==> src/rtl/p2s_pkg.sv <==
// Shared types and constants for the P2S serial frame receiver.
package p2s_pkg;
  typedef enum logic [0:0] {IDLE = 1'b0, SHIFT = 1'b1} rx_state_t;
  localparam int P2S_CNT_W    = 7;
  localparam int P2S_MIN_HALF = 3;   // minimum s_clk high/low time in clk cycles
endpackage

==> src/rtl/p2s_rx_if.sv <==
// Parallel-side bus of the P2S receiver: frame handshake plus status/error flags.
interface p2s_rx_if #(parameter int DATA_BITS = 16);
  import p2s_pkg::*;
  logic [DATA_BITS-1:0] par_out;
  logic                 valid;
  logic                 ack;
  logic                 busy;
  logic [P2S_CNT_W-1:0] bit_cnt;
  logic                 frame_err;
  logic                 overrun;
  logic                 err_clr;

  modport master (output par_out, valid, busy, bit_cnt, frame_err, overrun,
                  input  ack, err_clr);
  modport slave  (input  par_out, valid, busy, bit_cnt, frame_err, overrun,
                  output ack, err_clr);
endinterface

==> src/rtl/p2s_sync.sv <==
// N-stage synchronizer; EDGE=1 adds an edge register and outputs a one-cycle rise
// pulse, EDGE=0 outputs the synchronized level (used as a matched delay).
module p2s_sync #(
  parameter int STAGES  = 2,
  parameter bit EDGE    = 1'b1,
  parameter bit RST_VAL = 1'b0
) (
  input  logic clk,
  input  logic rst,
  input  logic d,
  output logic o
);
  logic [STAGES-1:0] sync_q, sync_d;

  always_comb sync_d = {sync_q[STAGES-2:0], d};

  always_ff @(posedge clk or posedge rst)
    if (rst) sync_q <= {STAGES{RST_VAL}};
    else     sync_q <= sync_d;

  generate
    if (EDGE) begin : g_edge
      logic dly_q, dly_d;
      always_comb dly_d = sync_q[STAGES-1];
      always_ff @(posedge clk or posedge rst)
        if (rst) dly_q <= RST_VAL;
        else     dly_q <= dly_d;
      assign o = sync_q[STAGES-1] & ~dly_q;
    end else begin : g_lvl
      assign o = sync_q[STAGES-1];
    end
  endgenerate
endmodule

==> src/rtl/p2s_rx.sv <==
// P2S serial-to-parallel receiver: oversamples s_clk/s_dat/s_pen/s_clrn on clk,
// assembles DATA_BITS-bit frames and hands good frames out with valid/ack.
module p2s_rx
  import p2s_pkg::*;
#(
  parameter int DATA_BITS   = 16,
  parameter int SYNC_STAGES = 2,
  parameter int MSB_FIRST   = 1
) (
  input  logic clk,
  input  logic rst,
  input  logic s_clk,
  input  logic s_dat,
  input  logic s_pen,
  input  logic s_clrn,
  p2s_rx_if.master rx
);
  localparam logic [0:0]           ST_IDLE  = IDLE;
  localparam logic [0:0]           ST_SHIFT = SHIFT;
  localparam logic [P2S_CNT_W-1:0] CNT_FULL = P2S_CNT_W'(DATA_BITS);
  localparam logic [P2S_CNT_W-1:0] CNT_MAX  = P2S_CNT_W'(DATA_BITS + 1);

  logic clk_rise, pen_rise, sync_dat, sync_clrn;

  p2s_sync #(.STAGES(SYNC_STAGES), .EDGE(1'b1), .RST_VAL(1'b0)) u_sclk
    (.clk(clk), .rst(rst), .d(s_clk),  .o(clk_rise));
  p2s_sync #(.STAGES(SYNC_STAGES), .EDGE(1'b1), .RST_VAL(1'b0)) u_spen
    (.clk(clk), .rst(rst), .d(s_pen),  .o(pen_rise));
  p2s_sync #(.STAGES(SYNC_STAGES), .EDGE(1'b0), .RST_VAL(1'b1)) u_sclrn
    (.clk(clk), .rst(rst), .d(s_clrn), .o(sync_clrn));
  p2s_sync #(.STAGES(SYNC_STAGES), .EDGE(1'b0), .RST_VAL(1'b0)) u_sdat
    (.clk(clk), .rst(rst), .d(s_dat),  .o(sync_dat));

  logic [0:0]           state_q, state_d;
  logic [DATA_BITS-1:0] sh_q, sh_d, sh_base, par_q, par_d;
  logic [P2S_CNT_W-1:0] cnt_q, cnt_d, cnt_eff;
  logic                 end_q, end_d, good_q, good_d;
  logic                 valid_q, valid_d, ferr_q, ferr_d, ovr_q, ovr_d;
  logic                 load;

  // Frame end is resolved one cycle after pen_rise: the count check sees any
  // same-cycle shift, and the shift register is held for the load, then cleared.
  always_comb begin
    sh_base = end_q ? '0 : sh_q;
    sh_d    = sh_base;
    cnt_eff = cnt_q;
    cnt_d   = cnt_q;
    state_d = state_q;
    end_d   = 1'b0;
    good_d  = 1'b0;
    if (!sync_clrn) begin
      sh_d    = '0;
      cnt_d   = '0;
      state_d = ST_IDLE;
    end else begin
      if (clk_rise) begin
        if (MSB_FIRST != 0) sh_d = {sh_base[DATA_BITS-2:0], sync_dat};
        else                sh_d = {sync_dat, sh_base[DATA_BITS-1:1]};
        cnt_eff = (cnt_q == CNT_MAX) ? cnt_q : cnt_q + 1'b1;
        state_d = ST_SHIFT;
      end
      cnt_d = cnt_eff;
      if (pen_rise) begin
        end_d   = 1'b1;
        good_d  = (cnt_eff == CNT_FULL);
        cnt_d   = '0;
        state_d = ST_IDLE;
      end
    end
  end

  always_comb begin
    load    = end_q & good_q;
    par_d   = load ? sh_q : par_q;
    valid_d = valid_q;
    if (load)                  valid_d = 1'b1;
    else if (valid_q && rx.ack) valid_d = 1'b0;
    ovr_d  = (ovr_q  & ~rx.err_clr) | (load & valid_q & ~rx.ack);
    ferr_d = (ferr_q & ~rx.err_clr) | (end_q & ~good_q);
  end

  always_ff @(posedge clk or posedge rst) begin
    if (rst) begin
      state_q <= ST_IDLE;
      sh_q    <= '0;
      cnt_q   <= '0;
      end_q   <= 1'b0;
      good_q  <= 1'b0;
      par_q   <= '0;
      valid_q <= 1'b0;
      ferr_q  <= 1'b0;
      ovr_q   <= 1'b0;
    end else begin
      state_q <= state_d;
      sh_q    <= sh_d;
      cnt_q   <= cnt_d;
      end_q   <= end_d;
      good_q  <= good_d;
      par_q   <= par_d;
      valid_q <= valid_d;
      ferr_q  <= ferr_d;
      ovr_q   <= ovr_d;
    end
  end

  assign rx.par_out   = par_q;
  assign rx.valid     = valid_q;
  assign rx.busy      = (state_q == ST_SHIFT);
  assign rx.bit_cnt   = cnt_q;
  assign rx.frame_err = ferr_q;
  assign rx.overrun   = ovr_q;
endmodule

==> src/flat_wrapper.sv <==
// flat-port wrapper written by rule: the top's interface ports become plain ports
module p2s_rx_flat import p2s_pkg::*;
#(
  parameter int DATA_BITS   = 16,
  parameter int SYNC_STAGES = 2,
  parameter int MSB_FIRST   = 1
)
  (clk, rst, s_clk, s_dat, s_pen, s_clrn, rx_par_out, rx_valid, rx_busy, rx_bit_cnt, rx_frame_err, rx_overrun, rx_ack, rx_err_clr);
  p2s_rx_if #(.DATA_BITS(DATA_BITS)) rx_i ();
  input  logic clk;
  input  logic rst;
  input  logic s_clk;
  input  logic s_dat;
  input  logic s_pen;
  input  logic s_clrn;
  output wire logic [$bits(rx_i.par_out)-1:0] rx_par_out;
  output wire logic [$bits(rx_i.valid)-1:0] rx_valid;
  output wire logic [$bits(rx_i.busy)-1:0] rx_busy;
  output wire logic [$bits(rx_i.bit_cnt)-1:0] rx_bit_cnt;
  output wire logic [$bits(rx_i.frame_err)-1:0] rx_frame_err;
  output wire logic [$bits(rx_i.overrun)-1:0] rx_overrun;
  input wire logic [$bits(rx_i.ack)-1:0] rx_ack;
  input wire logic [$bits(rx_i.err_clr)-1:0] rx_err_clr;
  assign rx_par_out = rx_i.par_out;
  assign rx_valid = rx_i.valid;
  assign rx_busy = rx_i.busy;
  assign rx_bit_cnt = rx_i.bit_cnt;
  assign rx_frame_err = rx_i.frame_err;
  assign rx_overrun = rx_i.overrun;
  assign rx_i.ack = rx_ack;
  assign rx_i.err_clr = rx_err_clr;
  p2s_rx #(.DATA_BITS(DATA_BITS), .SYNC_STAGES(SYNC_STAGES), .MSB_FIRST(MSB_FIRST)) u_core (.clk(clk), .rst(rst), .s_clk(s_clk), .s_dat(s_dat), .s_pen(s_pen), .s_clrn(s_clrn), .rx(rx_i));
endmodule
==> config.mk <==
export PLATFORM = sky130hd
export DESIGN_NAME = p2s_rx_flat
export DESIGN_NICKNAME = d
export VERILOG_FILES = /design/src/rtl/p2s_pkg.sv /design/src/rtl/p2s_rx_if.sv /design/src/rtl/p2s_sync.sv /design/src/rtl/p2s_rx.sv /design/src/flat_wrapper.sv
export SDC_FILE = /design/constraint.sdc
export NUM_CORES = 1
export LEC_CHECK = 0
export BUFFER_PORTS_ARGS = -buffer_cell sky130_fd_sc_hd__buf_4
export CAP_MARGIN = 15
export CELL_PAD_IN_SITES_DETAIL_PLACEMENT = 2
export CELL_PAD_IN_SITES_GLOBAL_PLACEMENT = 2
export CORE_ASPECT_RATIO = 0.8
export CORE_UTILIZATION = 36
export DETAILED_ROUTE_END_ITERATION = 8
export PLACE_DENSITY_LB_ADDON = 0.05
export SLEW_MARGIN = 15
export SYNTH_ARGS = -nofsm -noshare
export SYNTH_HDL_FRONTEND = slang
export SYNTH_SLANG_ARGS = --single-unit
==> constraint.sdc <==
create_clock -name clk -period 1.6 [get_ports clk]
set_input_delay 0.16 -clock clk [delete_from_list [all_inputs] [get_ports clk]]
set_output_delay 0.16 -clock clk [all_outputs]
set_load 0.02 [all_outputs]
==> impl_results.md <==
* Clock-pin slew on the worst setup and hold paths at 0.10 ns
* Final wirelength at 5560 µm
* Fin util at 48.96%
* YS warnings at 0
* CP top delay family: compound AO/OA/AOI/OAI gates
* Worst Skew at 0.01084 ns
* Number of vias per cell at 4.968
* Sequential area share after synthesis at 63.04%
* Max Fclk at 644.7 MHz
* CP max FO at 4
* Yosys cell types at 30
* Final hold viol count at 0
* Crit share post-route at 96.94%
* First-pass GRT wire length at 9190 µm
* Detailed Routing Iterations Pass 1 at 4
* WP data required at 1.80 ns
* Sum of negative setup slack at 0 ns
* Placed Instances at 296
* Final min period at 1.551 ns
* Starting Density at 38.74%
* Port Buffer Count at 34
* Crit path largest cell delay at 0.41 ns
* Most used DFF post-synth: dfrtp_1
* Final ANT Viol Nets at 0
* Slew Limit Headroom at 60.75%
* Final Worst Setup Slack at 0.04900 ns
* Arrival time worst endpoint at 1.75 ns
* Area Overhead vs Synth at 26.37%
* Max_cap viols at 0
* Hold Path Stages at 2
* Commonest cells after routing, fill and taps aside: dfrtp_1, buf_4, nand2_1, a21oi_1, mux2_2
* HP Class: in2reg
* Pre-CTS setup slack at 0.01461 ns
* CP Capture Type: register
* Grt total ovfl at 0
* Hold WS at 0.05040 ns
* R2r endpoint: u_core.good_q$_DFF_PP0_
* Endpoints failing setup at 0
* Peak supply drop at 0.0004096 V
* Outcome: complete, no violations
* TritonCTS clock tree: yes
* Routed wire per std cell at 17.76 µm
* Die H at 71.72 µm
* Cells after Synth at 183
* CTS max path bufs at 2
* Post-synth ARST share at 100.0%
* Die X at 89.15 µm
* Mean Syn Cell Area at 11.95 µm²
* Placer congestion estimate at 0.7335
* HP Start: rx_err_clr
* Yosys reg bits at 55
* Share of post-route cells with drive strength above 1 at 35.32%
* Number of buffers created by CTS at 5
* Via count of the first global-routing pass at 1,771
* Rows at 24
* Unrepaired setup endpoints after global routing: false
* IO Pins at 35
* Residual DRC count at 0
* Iteration-0 DRC Markers at 55
* Bufs and invs on worst path at 1
* Root Buffer: clkbuf_8
* Synthesized area at 0.002187 mm²
* Tot Pwr at 2.369 mW
* Crit-path slowest cell: dfrtp_2
* Critical path type: reg2reg
* Nets at 244
* Most common cell after layout, fill and taps aside: dfrtp_1
* Largest net degree at the start of global routing at 56
* Finished Layout Cells at 313
* Leakage at 1.321 nW
* Final HPWL DP at 3755 µm
* DP Area at 0.002571 mm²
* Worst Setup Start Kind: register
* Clock tree sinks at 55
* Total number of vias at 1,555
* Worst R2R Setup Slack at 0.05 ns
* Cell Pwr Density at 857.0 mW/mm²
* Slew Limit Fails at 0
* Reg2Reg Depth at 6
* Final instance area at 0.002764 mm²
* H-tree depth reported by CTS at 2
* Skew-Pair Late Insertion Delay at 0.31 ns
* Number of flops mapped to enable cells by yosys at 0
* Cell mode on critical path: a41o_1
* Die area at 0.006393 mm²
* # diodes at 0
* Syn nets at 193
* Endpoint, Worst Hold: u_core.rx.frame_err$_DFF_PP0_
* Reg2reg start: u_core.rx.bit_cnt[1]$_DFF_PP0_
* Cell breakdown of the critical path: inv_1, ha_1, nor2b_4, a41o_1, a41o_1, and4_1
* Initial antenna violation count at 0
* Core outline area at 0.005645 mm²
* Tot GR Track Use at 19.58%
* Least-Margin Pin Slew at 0.5873 ns
## synthesized netlist by cell type (2+ instances only)
library cell / number / area, µm²
mux2_2: 16 / 180.2
nor3_1: 2 / 10.01
inv_1: 8 / 30.03
buf_2: 4 / 20.02
a41o_1: 2 / 20.02
or3_1: 2 / 12.51
nor2b_1: 3 / 18.77
buf_6: 2 / 22.52
a211oi_1: 2 / 15.01
nor2_1: 8 / 30.03
dfstp_2: 2 / 52.55
xnor2_1: 3 / 26.28
a21oi_1: 20 / 100.1
dfrtp_1: 53 / 1326
ha_1: 2 / 25.02
nand2_1: 38 / 142.6
o22ai_1: 2 / 12.51
xor2_1: 2 / 17.52
## repair_timing
item,CTS,global route
buffers inserted,3,1
gates resized for setup,2,5
setup endpoints to repair,2,2
pin swaps,0,3
hold endpoints to repair,57,0
hold buffers,5,0
## power by group
group | switching (mW) | internal, mW | total [mW]
clock network | 0.463 | 0.308 | 0.771
registers | 0.0167 | 1.41 | 1.43
logic | 0.102 | 0.0665 | 0.169
total | 0.582 | 1.79 | 2.37
## cells by family after synthesis
family | share of synthesized area [%]
adder cells (fa/ha/maj) | 1.144
AO/OA/AOI/OAI | 7.551
XOR/XNOR | 2.003
buffers and inverters | 3.490
AND/OR/NAND/NOR | 14.53
multiplexers | 8.238
flip-flops | 63.04
## metal layers
layer	up-vias	wire length [µm]	track usage [%]
li1	708	-	-
met1	814	2476	25.34
met2	26	2855	33.50
met3	7	148	3.571
met4	0	79	5.820
met5	-	0	0
## worst max path at each step
stage / startpoint / end / slack, ns / cells after the start
finish: u_core.rx.bit_cnt[1]$_DFF_PP0_ / u_core.good_q$_DFF_PP0_ / 0.05 / 6
global route: u_core.rx.bit_cnt[1]$_DFF_PP0_ / u_core.good_q$_DFF_PP0_ / 0.02 / 6
CTS: u_core.rx.bit_cnt[1]$_DFF_PP0_ / u_core.good_q$_DFF_PP0_ / 0.03 / 6
detailed placement: u_core.rx.bit_cnt[1]$_DFF_PP0_ / u_core.good_q$_DFF_PP0_ / 0.01 / 6
global placement: u_core.rx.bit_cnt[1]$_DFF_PP0_ / u_core.good_q$_DFF_PP0_ / 0.11 / 6
floorplan: u_core.rx.bit_cnt[0]$_DFF_PP0_ / u_core.good_q$_DFF_PP0_ / -0.003 / 5
## registers in the layout, summed over array words and instances (netlist names)
register	flops
u_core.rx.bit_cnt	7
u_core.rx.frame_err	1
u_core.u_sclrn.sync_q	2
u_core.u_spen.sync_q	2
u_core.end_q	1
u_core.u_sdat.sync_q	2
u_core.rx.par_out	16
u_core.u_sclk.sync_q	2
u_core.sh_q	16
u_core.u_spen.g_edge.dly_q	1
u_core.u_sclk.g_edge.dly_q	1
u_core.good_q	1
u_core.rx.overrun	1
u_core.rx.valid	1
u_core.rx.busy	1
## final cells by class
class                      instances  area, µm²
clock inverter                     2      12.51
inverter                           8      33.78
clock buffer                       6      72.57
sequential                        55       1380
tap                               78      97.59
multi-input combinational        113      759.5
timing repair buffer              51      407.9
fill                             596       2882
Note: power is estimated with default switching activity, not from simulation.
